### config.mk
export PLATFORM = sky130hd
export DESIGN_NAME = mem_port_arbiter
export DESIGN_NICKNAME = d
export VERILOG_FILES = /design/src/rtl/mem_port_arbiter.sv
export SDC_FILE = /design/constraint.sdc
export NUM_CORES = 1
export LEC_CHECK = 0
export CORE_UTILIZATION = 30
export DETAILED_ROUTE_END_ITERATION = 7
export PLACE_DENSITY_LB_ADDON = 0.3
export SKIP_CTS_REPAIR_TIMING = 1
export SLEW_MARGIN = 20
export SYNTH_ARGS = -nofsm -noshare
export SYNTH_HDL_FRONTEND = slang
export SYNTH_SLANG_ARGS = --single-unit
export TNS_END_PERCENT = 5
### constraint.sdc
create_clock -name CLK -period 2.7 [get_ports CLK]
set_clock_uncertainty 0.2 [all_clocks]
set_input_delay 0.54 -clock CLK [delete_from_list [all_inputs] [get_ports CLK]]
set_output_delay 0.54 -clock CLK [all_outputs]
set_load 0.02 [all_outputs]
### src/rtl/mem_port_arbiter.sv
// mem_port_arbiter: sequences the unified memory port between the CPU control unit and a boot/debug loader.
// Define MEM_LOADER_EN to enable the loader port and the round-robin tie-break; otherwise the CPU is the sole requester.
module mem_port_arbiter #(
    parameter int WAIT_CYCLES = 2
) (
    input  logic        CLK,
    input  logic        RSTn,
    input  logic        MemRd,
    input  logic        MemWr,
    input  logic [1:0]  Type,
    input  logic [31:0] Addr,
    input  logic [31:0] WData,
    output logic [31:0] RData,
    output logic        M_busy,
    output logic [1:0]  M_Wrong,
    input  logic        L_req,
    input  logic        L_we,
    input  logic [31:0] L_addr,
    input  logic [31:0] L_wdata,
    output logic        L_grant,
    output logic        L_done,
    output logic        mem_en,
    output logic        mem_we,
    output logic [3:0]  mem_be,
    output logic [29:0] mem_addr,
    output logic [31:0] mem_wdata,
    input  logic [31:0] mem_rdata
);
    typedef enum logic [1:0] {IDLE, ACCESS, DONE} state_t;
    state_t      state;
    logic [3:0]  cnt;
    logic        own_ld, we_q, grant_q;
    logic [1:0]  type_q, lane_q;
    logic [29:0] addr_q;
    logic [31:0] wdata_q;
    logic [3:0]  be_q;
    logic        idle, cpu_req, ill, mis, cpu_v, cpu_win, ld_win;
    logic [3:0]  cpu_be;
    logic [31:0] cpu_wd, sh, rd_next;
    logic        unused_l;

    assign idle    = RSTn && state == IDLE;
    assign cpu_req = MemRd | MemWr;
    assign ill     = Type == 2'b11;
    assign mis     = (Type == 2'b01 && Addr[0]) || (Type == 2'b00 && Addr[1:0] != 2'b00);
    assign cpu_v   = cpu_req && !ill && !mis;
    assign M_Wrong = (idle && cpu_req) ? (ill ? 2'b10 : mis ? 2'b01 : 2'b00) : 2'b00;

`ifdef MEM_LOADER_EN
    logic last_ld;
    assign cpu_win  = idle && cpu_v && (!L_req || last_ld);
    assign ld_win   = idle && L_req && !cpu_win;
    assign unused_l = &{1'b0, L_addr[1:0]};
`else
    assign cpu_win  = idle && cpu_v;
    assign ld_win   = 1'b0;
    assign unused_l = &{1'b0, L_req, L_addr[1:0]};
`endif

    assign cpu_be = Type == 2'b00 ? 4'hF :
                    Type == 2'b01 ? (Addr[1] ? 4'hC : 4'h3) :
                    4'b0001 << Addr[1:0];
    assign cpu_wd = Type == 2'b00 ? WData :
                    Type == 2'b01 ? {2{WData[15:0]}} :
                    {4{WData[7:0]}};

    // Read lane is shifted down by the latched byte offset, then masked to the access width.
    assign sh      = mem_rdata >> {lane_q, 3'b000};
    assign rd_next = type_q == 2'b10 ? {24'b0, sh[7:0]} :
                     type_q == 2'b01 ? {16'b0, sh[15:0]} : sh;

    always_ff @(posedge CLK or negedge RSTn) begin
        if (!RSTn) begin
            state   <= IDLE;
            cnt     <= '0;
            own_ld  <= 1'b0;
            we_q    <= 1'b0;
            grant_q <= 1'b0;
            type_q  <= 2'b00;
            lane_q  <= 2'b00;
            addr_q  <= '0;
            wdata_q <= '0;
            be_q    <= '0;
            RData   <= '0;
`ifdef MEM_LOADER_EN
            last_ld <= 1'b1;
`endif
        end else begin
            grant_q <= 1'b0;
            case (state)
                IDLE: if (cpu_win || ld_win) begin
                    state   <= ACCESS;
                    cnt     <= '0;
                    own_ld  <= ld_win;
                    grant_q <= ld_win;
                    addr_q  <= ld_win ? L_addr[31:2] : Addr[31:2];
                    be_q    <= ld_win ? 4'hF : cpu_be;
                    wdata_q <= ld_win ? L_wdata : cpu_wd;
                    we_q    <= ld_win ? L_we : MemWr;
                    type_q  <= ld_win ? 2'b00 : Type;
                    lane_q  <= ld_win ? 2'b00 : Addr[1:0];
`ifdef MEM_LOADER_EN
                    last_ld <= ld_win;
`endif
                end
                ACCESS: begin
                    cnt <= cnt + 4'd1;
                    if (cnt == 4'(WAIT_CYCLES - 1)) begin
                        state <= DONE;
                        if (!we_q) RData <= rd_next;
                    end
                end
                default: state <= IDLE;
            endcase
        end
    end

    assign mem_en    = state == ACCESS;
    assign mem_we    = mem_en && we_q;
    assign mem_be    = mem_en ? be_q : 4'h0;
    assign mem_addr  = mem_en ? addr_q : 30'h0;
    assign mem_wdata = mem_en ? wdata_q : 32'h0;
    assign M_busy    = cpu_win || (mem_en && !own_ld);
    assign L_grant   = grant_q;
    assign L_done    = state == DONE && own_ld;
endmodule

==> impl_metrics.csv <==
group,metric,value,unit
run_status,status,"finished with violations",
run_status,violations,"setup timing",
logic_synthesis,netlist-cell-type-count,43,
setup_path,cp_slowest_stage_delay,0.42,ns
setup_path,rr_worst_depth,6,
logic_synthesis,synth_area,0.00575,mm²
clock_tree,cts_made_buffers,9,
logic_synthesis,yosys_warnings,0,
die,top_level_ports,273,
logic_synthesis,synth_edf_count,0,
logic_synthesis,netlist.top_cell.by_area,"dfrtp_1",
sta,period_needed,2.77,ns
cells_and_area,final_cell_area,0.00851,mm²
place,buffer_ports.inserted,204,
die,row_count,50,
sta,finalSetupViolCount,1,
setup_path,worstSetupEndpointType,"primary output",
clock_tree,clock_tree.buffer_depth,2,
global_route,grt_pass1_vias,4706,
logic_synthesis,synth-seq-area-share,0.474,
cells_and_area,layoutNonFillerInstCount,940,
sta,final.setup.worst_slack,-0.0665,ns
global_route,grt_overflow,0,
drt,via_count,4534,
drt,route.detailed.drc,0,
place,estimated_wirelength_of_the_detail_placed_design,11.3,mm
cells_and_area,synthToLayoutAreaGrowth,47.8,%
pwr,cellPowerDensity,1080,mW/mm²
sta,grt_setup_unrepaired,"true",
clock_tree,cts_sinks,109,
die,die_w,140,µm
flow_run,cap_violations,0,
place,gpl_congestion,0.841,
setup_path,crit_path_start_kind,"input pin",
clock_tree,path_clk_slew,0.07,ns
clock_tree,clk_root_buffer_cell,"clkbuf_16",
global_route,grt_antenna_before_repair,0,
drt,drt-wirelength-per-cell,17.0,µm
cells_and_area,finish.utilization,0.453,
sta,fraction_of_the_cycle_the_final_worst_path_needs,1.02,
global_route,grtUsageTotal,0.162,
global_route,global_route_wire_length_before_repair,25.1,mm
cells_and_area,post_route_cells_drive_above_1_share,0.159,
logic_synthesis,post_synth.cell_area_avg,11.5,µm²
setup_path,most_used_cell_cp,"or2_2",
logic_synthesis,synth_flop_cell,"dfrtp_1",
sta,worst_slew_margin_rel,0.495,
setup_path,worst_ep_arrival_time,2.03,ns
setup_path,worstPathCellList,"clkdlybuf4s50_1 -> or2_2 -> and2_1 -> and3_4 -> or2_2 -> buf_2",
drt,violation_count_after_the_first_detailed_route_iteration,206,
pwr,leakage,4.60,nW
global_route,grt_start_max_net_pins,58,
drt,ant_nets,0,
die,die-height,140,µm
logic_synthesis,synthMostInstantiatedCell,"dfrtp_1",
die,core_area,0.0188,mm²
die,die-area,0.0197,mm²
setup_path,timing.critical_path.slowest_stage_cell,"clkdlybuf4s50_1",
logic_synthesis,syn-instance-count,502,
sta,hold_viol_final,0,
logic_synthesis,ffs_latches_synth,109,
min_path,hold_class,"input pin to async pin",
sta,max_clock_freq,0.361,GHz
drt,routed_via_density,4.82,
logic_synthesis,netlist_top_cells_area,"dfrtp_1 (47%), mux2_4 (14%), and2_1 (7.4%)",
sta,worst_hold_slack,0.126,ns
drt,drt_pre_antenna_iters,5,
sta,tightestPinTransition,0.758,ns
clock_tree,clock_tree.htree_level_count,3,
logic_synthesis,synth.cells.most_frequent,"dfrtp_1 (109), and2_1 (68), mux2_4 (52)",
die,effective_utilization_at_floorplan,0.307,
logic_synthesis,post-synth-top-area-fraction,0.474,
place,numPlacedInstances,924,
drt,drt_wl_total,15.9,mm
cells_and_area,n_antenna_cell,0,
clock_tree,clock_tree_from_tritoncts,"yes",
sta,final_max_slew_viol_count,0,
setup_path,setup.worst_path.class,"input pin to primary output",
cells_and_area,finish.net_count,871,
setup_path,worst_ep_required_time,1.96,ns
logic_synthesis,synthArstFlopShare,1.00,
setup_path,critPathMaxFanout,2,
pwr,ir_worst_vdd,468,µV
place,placed_area,0.00804,mm²
clock_tree,clock_latency,0.35,ns
## path summary, 6_finish.rpt
path                            slack [ns]    endpoint  startpoint
max in group asynchronous             1.02  wdata_q[8]        RSTn
worst max-delay path                 -0.07      M_busy       MemWr
min in group CLK                      0.29     be_q[0]     be_q[0]
worst min-delay path                  0.13   lane_q[1]        RSTn
worst min register to register        0.29     be_q[0]     be_q[0]
worst max register to register        0.20  addr_q[19]    state[0]
## critical path, delay by kind of cell
| family | cells | cell delay, ns |
|---|---|---|
| AND/OR/NAND/NOR | 4 | 0.89 |
| buffers and inverters | 2 | 0.59 |
## report_power, final
group          internal [W]  leakage, nW  switching, W
registers           0.00241         1.32      0.000453
logic               0.00258         3.13       0.00236
clock network      0.000748        0.146      0.000626
total               0.00574         4.60       0.00344
## sequential cells by signal, indices dropped and copies added (netlist names)
signal,cells
RData,32
wdata_q,32
addr_q,30
be_q,4
cnt,4
lane_q,2
state,2
type_q,2
we_q,1
## metal layers
metal	GRT usage	share of wire	vias to the layer above
li1	-	-	2147
met1	0.204	0.44	2193
met2	0.268	0.47	179
met3	0.0479	0.072	15
met4	0.0521	0.015	0
met5	0	0	-
## cells by family after synthesis
| kind of cell | after synthesis | synth area share |
|---|---|---|
| other | 1 | 0.000652 |
| AOI/OAI and AO/OA | 106 | 0.120 |
| and+or+nand+nor | 140 | 0.139 |
| DFF | 109 | 0.474 |
| xor gates and xnor gates | 3 | 0.00457 |
| buffers and inverters | 48 | 0.0489 |
| muxes | 93 | 0.208 |
| adders and majority gates | 2 | 0.00435 |
## layout make-up
type | instances | area [µm²]
Tap cell | 234 | 293
Inverter | 5 | 18.8
Timing Repair Buffer | 230 | 2410
Clock buffer | 11 | 243
Fill cell | 1709 | 10300
Clock inverter | 5 | 60.1
Multi-Input combinational cell | 346 | 2750
Sequential cell | 109 | 2730
## stage by stage
stage | total power, W | setup TNS, ns | setup WS, ns
after global placement | 0.00791 | -12.26 | -0.494
after floorplan | 0.00583 | 0 | 0.0597
final | 0.00918 | -0.0665 | -0.0665
after detailed placement | 0.00797 | -14.98 | -0.480
after CTS | 0.00940 | -5.00 | -0.489
after global routing | 0.00972 | -0.129 | -0.127
## cell usage in the layout (no fill, tap or decap), types with 2 or more instances in the layout
master and instances:
clkdlybuf4s50_1 133, dfrtp_1 109, and2_1 68, dlymetal6s2s_1 67
mux2_4 52, mux2i_1 35, nand2_1 33, o21ai_0 27
a31oi_1 26, buf_4 23, a21oi_1 17, a22o_1 17
nand2b_1 11, nor2b_1 9, clkbuf_16 9, a211oi_1 8
nor2_1 6, mux2_2 6, inv_1 4, or2_2 3
xor2_1 3, o22ai_1 3, buf_6 3, ha_1 2
conb_1 2, clkinv_4 2, clkbuf_2 2
(Power assumes the default switching activity.)
